[src/rtl/mem_pkg.sv]
// Shared SRAM request-controller types and constants.
// Latency: n/a (declarations only).
// Backpressure: n/a.
package mem_pkg;

  // Controller FSM states
  typedef enum logic [2:0] {
    ST_IDLE,
    ST_RD,
    ST_RD_WAIT,
    ST_RSP,
    ST_RMW_RD,
    ST_RMW_WAIT,
    ST_WR
  } ctrl_state_e;

  // Byte-enable pattern that needs no read-modify-write
  localparam logic [3:0] BE_FULL = 4'hF;

  // Words below this address are write-protected (byte addresses below 1000)
  localparam int PROT_WORDS_DEFAULT = 250;

endpackage

[src/rtl/sram_byte_merge.sv]
// Byte-lane merge: each byte comes from new_word where be is set, else old_word.
// Latency: purely combinational, zero cycles.
// Backpressure: none; no handshake.
module sram_byte_merge
  import mem_pkg::*;
#(
  parameter int DATA_WIDTH = 32
) (
  input  logic [DATA_WIDTH-1:0]   old_word,
  input  logic [DATA_WIDTH-1:0]   new_word,
  input  logic [DATA_WIDTH/8-1:0] be,
  output logic [DATA_WIDTH-1:0]   merged
);

  // Start from the old word and overwrite only the enabled byte lanes
  always_comb begin
    merged = old_word;
    for (int i = 0; i < DATA_WIDTH / 8; i++) begin
      if (be[i]) begin
        merged[8*i +: 8] = new_word[8*i +: 8];
      end
    end
  end

endmodule

[src/rtl/sram_req_ctrl.sv]
// Converts byte-addressed load/store requests into single-port SRAM accesses (RMW for partial stores).
// Latency: load data 2 cycles after accept; full store writes 1 cycle, partial store 3 cycles after accept.
// Backpressure: one request in flight; req_ready only in IDLE, load data held in RSP until rsp_ready.
module sram_req_ctrl
  import mem_pkg::*;
#(
  parameter int DATA_WIDTH = 32,
  parameter int ADDR_WIDTH = 18,
  parameter int PROT_WORDS = PROT_WORDS_DEFAULT
) (
  input  logic                  clk,
  input  logic                  rst_n,
  input  logic                  req_valid,
  output logic                  req_ready,
  input  logic                  req_we,
  input  logic [ADDR_WIDTH+1:0] req_addr,
  input  logic [DATA_WIDTH-1:0] req_wdata,
  input  logic [3:0]            req_be,
  output logic                  rsp_valid,
  input  logic                  rsp_ready,
  output logic [DATA_WIDTH-1:0] rsp_rdata,
  output logic                  wr_err,
  output logic [ADDR_WIDTH-1:0] sram_addr,
  output logic [DATA_WIDTH-1:0] sram_data,
  output logic                  sram_we,
  input  logic [DATA_WIDTH-1:0] sram_q
);

  localparam logic [ADDR_WIDTH-1:0] PROT_LIMIT = ADDR_WIDTH'(PROT_WORDS);

  ctrl_state_e           state, state_nxt;
  logic [ADDR_WIDTH-1:0] addr_q;
  logic [DATA_WIDTH-1:0] data_q;
  logic [3:0]            be_q;
  logic                  we_q;
  logic [DATA_WIDTH-1:0] merged;
  logic                  accept;
  logic [ADDR_WIDTH-1:0] req_word;
  logic                  req_prot;

  // The byte offset is irrelevant for word accesses; the latched we is kept for debug visibility only
  logic unused_ok;
  assign unused_ok = ^{req_addr[1:0], we_q};

  assign req_word  = req_addr[ADDR_WIDTH+1:2];
  assign req_prot  = (req_word < PROT_LIMIT);

  // SRAM port is driven only from the latched request registers
  assign sram_addr = addr_q;
  assign sram_data = data_q;

  sram_byte_merge #(
    .DATA_WIDTH (DATA_WIDTH)
  ) u_merge (
    .old_word (sram_q),
    .new_word (data_q),
    .be       (be_q),
    .merged   (merged)
  );

  // State register; reset aborts any in-flight access and drops sram_we immediately
  always_ff @(posedge clk or negedge rst_n) begin
    if (!rst_n) begin
      state <= ST_IDLE;
    end else begin
      state <= state_nxt;
    end
  end

  // Next-state decode and state-derived handshake/strobe outputs
  always_comb begin
    state_nxt = state;
    req_ready = 1'b0;
    rsp_valid = 1'b0;
    sram_we   = 1'b0;
    accept    = 1'b0;
    case (state)
      ST_IDLE: begin
        req_ready = 1'b1;
        if (req_valid) begin
          accept = 1'b1;
          if (!req_we) begin
            state_nxt = ST_RD;
          end else if (req_prot || (req_be == 4'h0)) begin
            // Protected or empty store is dropped; stay ready for the next request
            state_nxt = ST_IDLE;
          end else if (req_be == BE_FULL) begin
            state_nxt = ST_WR;
          end else begin
            state_nxt = ST_RMW_RD;
          end
        end
      end
      ST_RD:       state_nxt = ST_RD_WAIT;
      ST_RD_WAIT:  state_nxt = ST_RSP;
      ST_RSP: begin
        rsp_valid = 1'b1;
        if (rsp_ready) begin
          state_nxt = ST_IDLE;
        end
      end
      ST_RMW_RD:   state_nxt = ST_RMW_WAIT;
      ST_RMW_WAIT: state_nxt = ST_WR;
      ST_WR: begin
        sram_we   = 1'b1;
        state_nxt = ST_IDLE;
      end
      default:     state_nxt = ST_IDLE;
    endcase
  end

  // Latch the request on accept; fold old SRAM bytes into the write word once the RMW read returns
  always_ff @(posedge clk or negedge rst_n) begin
    if (!rst_n) begin
      addr_q <= '0;
      data_q <= '0;
      be_q   <= '0;
      we_q   <= 1'b0;
    end else if (accept) begin
      addr_q <= req_word;
      data_q <= req_wdata;
      be_q   <= req_be;
      we_q   <= req_we;
    end else if (state == ST_RMW_WAIT) begin
      data_q <= merged;
    end
  end

  // Capture load data as the SRAM read completes; held stable through RSP
  always_ff @(posedge clk or negedge rst_n) begin
    if (!rst_n) begin
      rsp_rdata <= '0;
    end else if (state == ST_RD_WAIT) begin
      rsp_rdata <= sram_q;
    end
  end

  // Sticky flag for dropped protected stores; only reset clears it
  always_ff @(posedge clk or negedge rst_n) begin
    if (!rst_n) begin
      wr_err <= 1'b0;
    end else if (accept && req_we && req_prot) begin
      wr_err <= 1'b1;
    end
  end

endmodule

[config.mk]
export PLATFORM = sky130hd
export DESIGN_NAME = sram_req_ctrl
export DESIGN_NICKNAME = d
export VERILOG_FILES = /design/src/rtl/mem_pkg.sv /design/src/rtl/sram_byte_merge.sv /design/src/rtl/sram_req_ctrl.sv
export SDC_FILE = /design/constraint.sdc
export NUM_CORES = 1
export LEC_CHECK = 0
export BUFFER_PORTS_ARGS = -buffer_cell sky130_fd_sc_hd__buf_2
export CAP_MARGIN = 5
export CORE_MARGIN = 2
export CORE_UTILIZATION = 40
export DETAILED_ROUTE_END_ITERATION = 7
export HOLD_SLACK_MARGIN = 0.03
export PLACE_DENSITY = 0.75
export SYNTH_ARGS = -nofsm -noshare
export SYNTH_HDL_FRONTEND = slang
export SYNTH_HIERARCHICAL = 1
export SYNTH_SLANG_ARGS = --single-unit
[constraint.sdc]
create_clock -name clk -period 2.36 [get_ports clk]
set_clock_uncertainty 0.05 [all_clocks]
set_input_delay 0.118 -clock clk [delete_from_list [all_inputs] [get_ports clk]]
set_output_delay 0.118 -clock clk [all_outputs]
set_load 0.05 [all_outputs]
==> results by group <==
STA
  • Setup violators final: 0
  • Tmin final: approximately 2.0 ns
  • Pins over their slew limit: 0
  • Slew headroom: between 30% and 40%
  • Period utilization: 85.11%
  • RSZ-0062 raised after global routing: false
  • Setup Total Neg Slack: 0 ns
  • Max Fclk: 0.4979 GHz
  • Final Hold Viols: 0
  • Slew @ Worst Pin: 1.003 ns

Floorplan
  • Die span in y: 107.3 µm
  • Die area: 0.01152 mm²
  • Core area: 0.01037 mm²
  • Die span in x: between 100 and 150 µm
  • Row Count: 37
  • Starting Density: 41.19%
  • I/O pin count: 179

Synth
  • Post-synthesis mux area share: approximately 28%
  • Simple-gate area share of the yosys netlist: under 10%
  • Yosys Warn Count: 6
  • Syn_nets: just under 400
  • Synthesized area: 0.004272 mm²
  • Cells after Synth: 301
  • Register bit count reported by yosys: 90
  • Synthesized area per cell: 14.19 µm²
  • Synth unique cells: 33
  • Adder-cell share of the synthesized area: 0%
  • Synth Area in Compound Gates: 10.87%
  • Register area share after synthesis: between 50 and 60%
  • Combinational family with the most area after synthesis: multiplexers
  • Post-Synth XOR/XNOR Area: 0%

Layout
  • Layout Nets: 653
  • Area added between synthesis and finish: 47.72%
  • # fillers: 805
  • Diode count: 0
  • Commonest non-fill, non-tap cell in the layout: buf_2
  • Most frequent cells in the layout: 175 x buf_2, 90 x dfrtp_1, 87 x dlygate4sd3_1
  • Ratio of cells with drive above 1 in the final layout: 50.18%

Pwr
  • Sequential share of power: 30.5%
  • Switching Fraction: 49.69%
  • Pint: 0.004954 W
  • Worst vdd ir: 0.8114 mV
  • Pwr per Cell Area: approximately 1600 mW/mm²
  • Leakage Power: 3.141 nW
  • Power, Total: 0.009846 W
  • Clock power share: 11.8%
  • Combinational power share: approximately 58%
  • Sw power: 0.004892 W

Routing
  • Initial DRC count: 240
  • Drt wl/cell: 16.67 µm
  • TritonRoute pass-1 iters: 4
  • # DRC: 0
  • Vias/cell: 5.019
  • Post-DRT Antenna Nets: 0
  • Drt total wl: 11670 µm
  • DR vias: 3513

Clocking
  • Clock transition at the registers of the reported paths: 0.08 ns
  • Clock sinks: 90
  • Inserted Clock Buffers: 9
  • Worst-case clock buffer depth: 2
  • CTS tree: done
  • Setup Fix Bufs, Post-CTS: 0
  • Root Driver: clkbuf_8
  • CTS-repair resized insts: 0
  • Worst skew pair latency: 0.35 ns
  • Number of H-tree levels: 3

Setup path
  • Crit-path max FO: 22
  • Startpoint types: flop
  • Arrival time worst endpoint: 2.26 ns
  • Worst path required time: 2.61 ns
  • Setup crit end kind: flop
  • WS Path Type: flop to flop

GRT
  • Largest net degree at the start of global routing: 91
  • GRT Util Overall: 21.01%
  • Vias in the first global route: 3789
  • First-pass GRT wire length: 18860 µm
  • Initial antenna violation count: 0
  • Grt total ovfl: 0

Min path
  • HP Class: input port to flop

Job
  • Max-Cap Viols: 0

Run status
  • Status: complete, no violations

Placed design
  • Detailed Place HPWL: around 7200 µm
  • RePlAce Congestion: approximately 0.72
  • Port-buffer cells: 176
-- cells by family (layout without fill, tap and decap cells) --
| kind of cell | count (synthesis) | count (layout) |
|---|---|---|
| AOI/OAI and AO/OA | 61 | 61 |
| buffers and inverters | 23 | 286 |
| DFF | 90 | 90 |
| muxes | 97 | 97 |
| and+or+nand+nor | 30 | 30 |
-- cells in the mapped netlist (all sizes together) --
cell type   n  share of area, %
a31o        1              0.21
a22o       22               4.5
o31ai       1              0.18
nor4        3              0.44
a21o       22               3.9
a221oi      1              0.21
buf        20               4.0
o21ai      11               1.3
and3        1              0.15
nand2b      1              0.15
a21oi       2              0.23
clkbuf      2              0.18
mux2i      11               2.6
o32ai       1              0.38
nand3       1              0.12
mux2       86                25
nor3        1              0.38
nor2        6              0.59
dfrtp      90                53
inv         1             0.088
nand2      12               1.1
nor3b       2              0.73
nand4       2              0.29
and2        1              0.15
-- sequential cells by signal, indices dropped and copies added (netlist names) --
| signal | flops |
|---|---|
| sram_addr | 18 |
| wr_err | 1 |
| rsp_rdata | 32 |
| state | 3 |
| sram_data | 32 |
| be_q | 4 |
-- final cells by class --
| type | count | area, µm² | share of cell area [%] |
|---|---|---|---|
| sequential | 90 | 2252 | 35.69 |
| multi-input combinational | 188 | 1846 | 29.25 |
| timing repair buffer | 270 | 1819 | 28.83 |
| tap | 136 | 170.2 | 2.697 |
| clock buffer | 13 | 158.9 | 2.518 |
| clock inverter | 2 | 60.06 | 0.9518 |
| inverter | 1 | 3.754 | 0.05949 |
-- critical path, cell delays in order, from the launching register on --
cell and delay (ns):
dfrtp_1 0.59, nor3_4 0.08, and2_2 0.22, nor2_2 0.78, a21o_1 0.23
-- power by group through the flow --
stage | sequential [W] | combinational [W] | clock (W)
global route | 0.00313 | 0.00595 | 0.00127
floorplan | 0.00524 | 0.00215 | 0
CTS | 0.00300 | 0.00567 | 0.00121
detailed placement | 0.00302 | 0.00556 | 0
finish | 0.00301 | 0.00568 | 0.00116
global placement | 0.00298 | 0.00549 | 0
-- repair_timing --
action                                 in CTS  in global routing
setup endpoints to repair                   0                  0
hold buffers                               87                  0
endpoints found under the hold margin     178                  0
-- worst paths after layout --
kind / from / end / slack (ns) / depth (start not counted)
worst max register to register: state[1] / sram_data[15] / 0.35 / 4
worst max-delay path: state[1] / sram_data[15] / 0.35 / 4
worst min register to register: wr_err / wr_err / 0.42 / 1
max in group asynchronous: rst_n / be_q[1] / 1.60 / 3
worst min-delay path: req_wdata[15] / sram_data[15] / 0.05 / 3
min in group asynchronous: rst_n / rsp_rdata[3] / 0.29 / 3
-- through the flow --
step	hold slack (ns)	cells	utilization [%]	instance area, µm²	worst slack (ns)
2_1_floorplan	-0.2276	301	-	4272	0.3117
3_3_place_gp	0.1515	598	50.34	5220	0.3413
3_5_place_dp	0.1576	598	50.34	5220	0.3255
4_1_cts	0.04079	700	60.85	6310	0.3071
5_1_grt	0.03545	700	60.85	6310	0.1613
6_report	0.04880	700	60.85	6310	0.3514
-- metal layers --
metal  wire [µm]  global-route usage, %  vias up
met4         243                  8.425        0
met5           0                      0        -
li1            -                      -     1614
met3         588                  3.814       21
met2        6044                  37.52      139
met1        4794                  24.93     1739
Note: power is estimated with default switching activity, not from simulation.
